## config.mk

```make
export PLATFORM = sky130hd
export DESIGN_NAME = alu_arbiter
export DESIGN_NICKNAME = d
export VERILOG_FILES = /design/src/rtl/alu_pkg.sv /design/src/rtl/alu.sv /design/src/rtl/alu_arbiter.sv
export SDC_FILE = /design/constraint.sdc
export NUM_CORES = 1
export LEC_CHECK = 0
export CAP_MARGIN = 15
export CORE_ASPECT_RATIO = 2
export CORE_UTILIZATION = 55
export DETAILED_ROUTE_END_ITERATION = 12
export DONT_BUFFER_PORTS = 1
export PLACE_DENSITY = 0.7
export SETUP_SLACK_MARGIN = 0.5
export SYNTH_ARGS = -nofsm -noshare
export SYNTH_HDL_FRONTEND = slang
export SYNTH_SLANG_ARGS = --single-unit
```

## constraint.sdc

```tcl
create_clock -name clk -period 26.7 [get_ports clk]
set_input_delay 8.01 -clock clk [delete_from_list [all_inputs] [get_ports clk]]
set_output_delay 8.01 -clock clk [all_outputs]
set_load 0.005 [all_outputs]
```

## src/rtl/alu_pkg.sv

```systemverilog
// Shared types for the ALU arbiter: op encodings and arbiter FSM states.
// Optional divide-by-zero error flag is controlled by ALU_ARB_DIV_ZERO_ERR_EN in alu_arbiter.
package alu_pkg;

  localparam int W_ALU_SEL = 3;

  typedef enum logic [W_ALU_SEL-1:0] {
    ALU_ADD = 3'd0,
    ALU_SUB = 3'd1,
    ALU_MUL = 3'd2,
    ALU_DIV = 3'd3,
    ALU_MOD = 3'd4
  } alu_op_e;

  typedef enum logic [1:0] {
    IDLE = 2'd0,
    EXEC = 2'd1,
    RESP = 2'd2
  } arb_state_e;

endpackage

```

## src/rtl/alu.sv

```systemverilog
// Combinational signed ALU; results wrap to WIDTH bits, DIV/MOD by zero return 0.
// Encodings outside alu_op_e pass operand a through.
module alu
  import alu_pkg::*;
#(
  parameter int WIDTH = 8
) (
  input  logic signed [WIDTH-1:0] alu_a,
  input  logic signed [WIDTH-1:0] alu_b,
  input  alu_op_e                 alu_sel,
  output logic signed [WIDTH-1:0] alu_result
);

  logic signed [2*WIDTH-1:0] w_prod;
  logic signed [WIDTH-1:0]   w_quot;
  logic signed [WIDTH-1:0]   w_rem;
  logic                      w_b_zero;

  // Quotient/remainder are computed as signed values before the zero guard so
  // the guard's unsigned constant cannot turn the division unsigned.
  assign w_prod   = alu_a * alu_b;
  assign w_quot   = alu_a / alu_b;
  assign w_rem    = alu_a % alu_b;
  assign w_b_zero = (alu_b == '0);

  always_comb begin
    alu_result = alu_a;
    case (alu_sel)
      ALU_ADD: alu_result = alu_a + alu_b;
      ALU_SUB: alu_result = alu_a - alu_b;
      ALU_MUL: alu_result = w_prod[WIDTH-1:0];
      ALU_DIV: alu_result = w_b_zero ? '0 : w_quot;
      ALU_MOD: alu_result = w_b_zero ? '0 : w_rem;
      default: alu_result = alu_a;
    endcase
  end

endmodule

```

## src/rtl/alu_arbiter.sv

```systemverilog
// Round-robin arbiter sharing one signed ALU among N_REQ requesters, one op in flight.
// Define ALU_ARB_DIV_ZERO_ERR_EN to register a divide/modulo-by-zero flag on rsp_err.
module alu_arbiter
  import alu_pkg::*;
#(
  parameter int  WIDTH = 8,
  parameter int  N_REQ = 2,
  localparam int W_ID  = $clog2(N_REQ)
) (
  input  logic                       clk,
  input  logic                       rst,
  input  logic [N_REQ-1:0]           req_valid,
  output logic [N_REQ-1:0]           req_ready,
  input  logic [N_REQ*WIDTH-1:0]     req_a,
  input  logic [N_REQ*WIDTH-1:0]     req_b,
  input  logic [N_REQ*W_ALU_SEL-1:0] req_sel,
  output logic [N_REQ-1:0]           rsp_valid,
  input  logic [N_REQ-1:0]           rsp_ready,
  output logic signed [WIDTH-1:0]    rsp_data,
  output logic                       rsp_zero,
  output logic                       rsp_negative,
  output logic                       rsp_err,
  output logic                       busy,
  output logic [W_ID-1:0]            grant_id
);

  arb_state_e              r_state;
  arb_state_e              w_state_nxt;
  logic [W_ID-1:0]         r_rr_ptr;
  logic [W_ID-1:0]         r_grant;
  logic [W_ID-1:0]         w_win;
  logic                    w_found;
  logic                    w_accept;
  logic                    w_rsp_done;
  int                      w_idx;
  logic signed [WIDTH-1:0] r_a;
  logic signed [WIDTH-1:0] r_b;
  logic [W_ALU_SEL-1:0]    r_sel;
  logic signed [WIDTH-1:0] w_win_a;
  logic signed [WIDTH-1:0] w_win_b;
  logic [W_ALU_SEL-1:0]    w_win_sel;
  logic signed [WIDTH-1:0] w_alu_res;
  logic signed [WIDTH-1:0] r_data;
  logic                    r_zero;
  logic                    r_neg;

  // Search starts one past the last granted requester, wrapping modulo N_REQ.
  always_comb begin
    w_found = 1'b0;
    w_win   = r_rr_ptr;
    w_idx   = 0;
    for (int i = 1; i <= N_REQ; i++) begin
      w_idx = int'(r_rr_ptr) + i;
      if (w_idx >= N_REQ) w_idx = w_idx - N_REQ;
      if (!w_found && req_valid[W_ID'(w_idx)]) begin
        w_found = 1'b1;
        w_win   = W_ID'(w_idx);
      end
    end
  end

  always_comb begin
    w_win_a   = '0;
    w_win_b   = '0;
    w_win_sel = '0;
    for (int i = 0; i < N_REQ; i++) begin
      if (w_win == W_ID'(i)) begin
        w_win_a   = req_a[i*WIDTH +: WIDTH];
        w_win_b   = req_b[i*WIDTH +: WIDTH];
        w_win_sel = req_sel[i*W_ALU_SEL +: W_ALU_SEL];
      end
    end
  end

  always_comb begin
    w_state_nxt = r_state;
    req_ready   = '0;
    rsp_valid   = '0;
    w_accept    = 1'b0;
    w_rsp_done  = 1'b0;
    case (r_state)
      IDLE: begin
        if (w_found && !rst) begin
          req_ready[w_win] = 1'b1;
          w_accept         = 1'b1;
          w_state_nxt      = EXEC;
        end
      end
      EXEC: w_state_nxt = RESP;
      RESP: begin
        rsp_valid[r_grant] = 1'b1;
        if (rsp_ready[r_grant]) begin
          w_rsp_done  = 1'b1;
          w_state_nxt = IDLE;
        end
      end
      default: w_state_nxt = IDLE;
    endcase
  end

  alu #(
    .WIDTH(WIDTH)
  ) u_alu (
    .alu_a     (r_a),
    .alu_b     (r_b),
    .alu_sel   (alu_op_e'(r_sel)),
    .alu_result(w_alu_res)
  );

  always_ff @(posedge clk) begin
    if (rst) begin
      r_state  <= IDLE;
      r_rr_ptr <= W_ID'(N_REQ - 1);
      r_grant  <= '0;
      r_a      <= '0;
      r_b      <= '0;
      r_sel    <= '0;
      r_data   <= '0;
      r_zero   <= 1'b0;
      r_neg    <= 1'b0;
    end else begin
      r_state <= w_state_nxt;
      if (w_accept) begin
        r_a     <= w_win_a;
        r_b     <= w_win_b;
        r_sel   <= w_win_sel;
        r_grant <= w_win;
      end
      if (r_state == EXEC) begin
        r_data <= w_alu_res;
        r_zero <= (w_alu_res == '0);
        r_neg  <= w_alu_res[WIDTH-1];
      end
      if (w_rsp_done) r_rr_ptr <= r_grant;
    end
  end

`ifdef ALU_ARB_DIV_ZERO_ERR_EN
  logic r_err;

  always_ff @(posedge clk) begin
    if (rst) begin
      r_err <= 1'b0;
    end else if (r_state == EXEC) begin
      r_err <= ((r_sel == ALU_DIV) || (r_sel == ALU_MOD)) && (r_b == '0);
    end
  end

  assign rsp_err = r_err;
`else
  assign rsp_err = 1'b0;
`endif

  assign rsp_data     = r_data;
  assign rsp_zero     = r_zero;
  assign rsp_negative = r_neg;
  assign busy         = (r_state != IDLE);
  assign grant_id     = r_grant;

endmodule

```

==> out/results.ini <==
[route]
wire_per_inst_microns=19.7
drt_iter0_drc=310
dr.pass1.iters=5
viasPerCell=6.52
vias=5921
drt-total-wl_mm=17.9
drc_errors=0
postRouteAntennaNets=0

[critical_path]
crit_family=compound AO/OA/AOI/OAI gates
cp.required_ps=26890
r2r_start=r_b[3]
crit_path_frequent_cell=ha_1
crit_arrival_ps=18130
reg2reg_depth=59
critical_path_class=flop to flop
r2r_end=rsp_zero
crit_slowest_cell=a2111oi_0
rrSetupSlack_ps=8770
critPathBufInv=3
startpoint_type=flop
slowest_delay_ps=720
path_max_fanout=16
endpoint_kind=flop

[sta]
fin_crit_sh=0.672
period_needed_ps=17930
setup_tns_ps=0
finalSetupViolations=0
max-slew-margin-rel=0.308
finClkSkew_ps=3.85
rsz0062_at_grt=false
clock.fmax_mhz=55.8
tightest_slew_ps=1030
slew_viol_final=0
hold_violations=0
hold_slack_ps=474

[synthesis]
synth_nets=922
yosysSeqAreaShare=0.106
avgSynthCellArea_sq_um=7.59
synthArstFlopShare=0
synth-edff-count=0
synth_cell_types=89
synth-main-ff-cell=dfxtp_1
yosys_warnings=0
synth-seq-cells=32
netlist.area_leader.share=0.143
synthTopCellsByArea=ha_1, dfxtp_1, xnor2_1, nor2_1, mux2i_1
synth_cells=795
yosysTopAreaCell=ha_1
syn_area_sq_um=6030

[job]
maxCapViolations=0

[clock_network]
hold_buffers=0
cts_resized=0
cts_max_path_buffers=2
worstSkewPairLatency_ps=280
post-cts-setup-buffer-count=0
cts.clk_slew.worst_paths_ps=50
cts_buffers=5
cts_tree=done
clock_sinks=32
cts_root_buf=clkbuf_16
htree_levels=2

[floorplan]
core_area_sq_um=10600
dieHeight_microns=150
die-area_sq_um=11400
die_w_microns=76.0
initial_utilization=0.568
rows=53
pin_count=61

[cells_and_area]
finalNetCount=897
area_growth_pct=3.49
final_cell_mix=nor2_1, ha_1, nand2_1, inv_1, xnor2_1
drive_gt1_frac=0.0584
final_common_cell=nor2_1
diodes=0

[placed_design]
port_buffers=0
gp_congestion=0.962
dp_hpwl_mm=14.1

[run_status]
status=finished clean

[min_path]
hp-class=flop to flop
hold_path_depth=2
min_from=rsp_data[4]
hold_end=rsp_data[4]

[global_route]
grt_start_max_net_pins=41
grt_first_pass_wirelength_mm=28.3
antenna_found_initial=0
grt_remaining_overflow=0
grtUsageTotal=0.315
grt_pass1_vias=5913

-- metal layers --
metal | vias up | routed length [microns] | GRT usage
li1 | 2835 | - | -
met1 | 2768 | 6340 | 0.289
met2 | 226 | 9320 | 0.617
met3 | 92 | 613 | 0.0261
met4 | 0 | 1580 | 0.273
met5 | - | 0 | 0
-- cell type report --
type	count	area [sq um]
timing repair buffer	8	60.1
sequential	32	641
inverter	53	199
tap	137	171
fill	1027	4370
clock inverter	2	35.0
clock buffer	6	129
multi-input combinational	670	5010
-- how the worst max path moves through the flow --
stage	startpoint	to	slack [ps]	depth (start not counted)
3_3_place_gp	r_b[3]	rsp_zero	9510	59
3_5_place_dp	r_b[3]	rsp_zero	9260	59
5_1_grt	r_b[3]	rsp_zero	7850	63
4_1_cts	r_b[3]	rsp_zero	9110	59
2_1_floorplan	rst	req_ready[0]	9790	4
6_report	r_b[3]	rsp_zero	8770	59
-- Yosys cell counts (all sizes together) (19+ instances only) --
library cell / number
inv: 53
clkbuf: 24
o21ai: 34
nor3: 20
xnor2: 42
and2: 27
o21a: 21
dfxtp: 32
mux2i: 29
ha: 69
xor2: 19
a211oi: 28
nand2: 63
a21oi: 43
nor2: 78
-- registers in the layout, indices dropped and copies added (netlist names) --
name / flops
grant_id: 1
r_a: 8
r_b: 8
r_rr_ptr: 1
r_sel: 3
r_state: 2
rsp_data: 8
rsp_zero: 1
-- cells by family after synthesis --
group | Yosys count | share of synthesized area
and+or+nand+nor | 262 | 0.218
AOI/OAI and AO/OA | 229 | 0.275
buffers and inverters | 93 | 0.0645
adders and majority gates | 83 | 0.190
xor gates and xnor gates | 61 | 0.0886
muxes | 34 | 0.0575
DFF | 32 | 0.106
other | 1 | 0.000622
-- worst reg2reg max path, delay by kind of cell, from the launching register on --
kind | cells | cell delay [ps]
buffers and inverters | 3 | 850
muxes | 5 | 2010
adders and majority gates | 8 | 2720
AOI/OAI and AO/OA | 28 | 8140
DFF | 1 | 700
and+or+nand+nor | 15 | 3410
-- per-stage QoR --
step	util	setup WS, ps	cell area, sq um	cells
2_1_floorplan	-	9790	6030	795
3_3_place_gp	0.573	9510	6080	900
3_5_place_dp	0.573	9260	6080	900
5_1_grt	0.588	7850	6240	908
6_report	0.588	8770	6240	908
4_1_cts	0.588	9110	6240	908
Power is not shown: default switching activity piles up to over one toggle a cycle in this logic, so the estimate is an artifact.
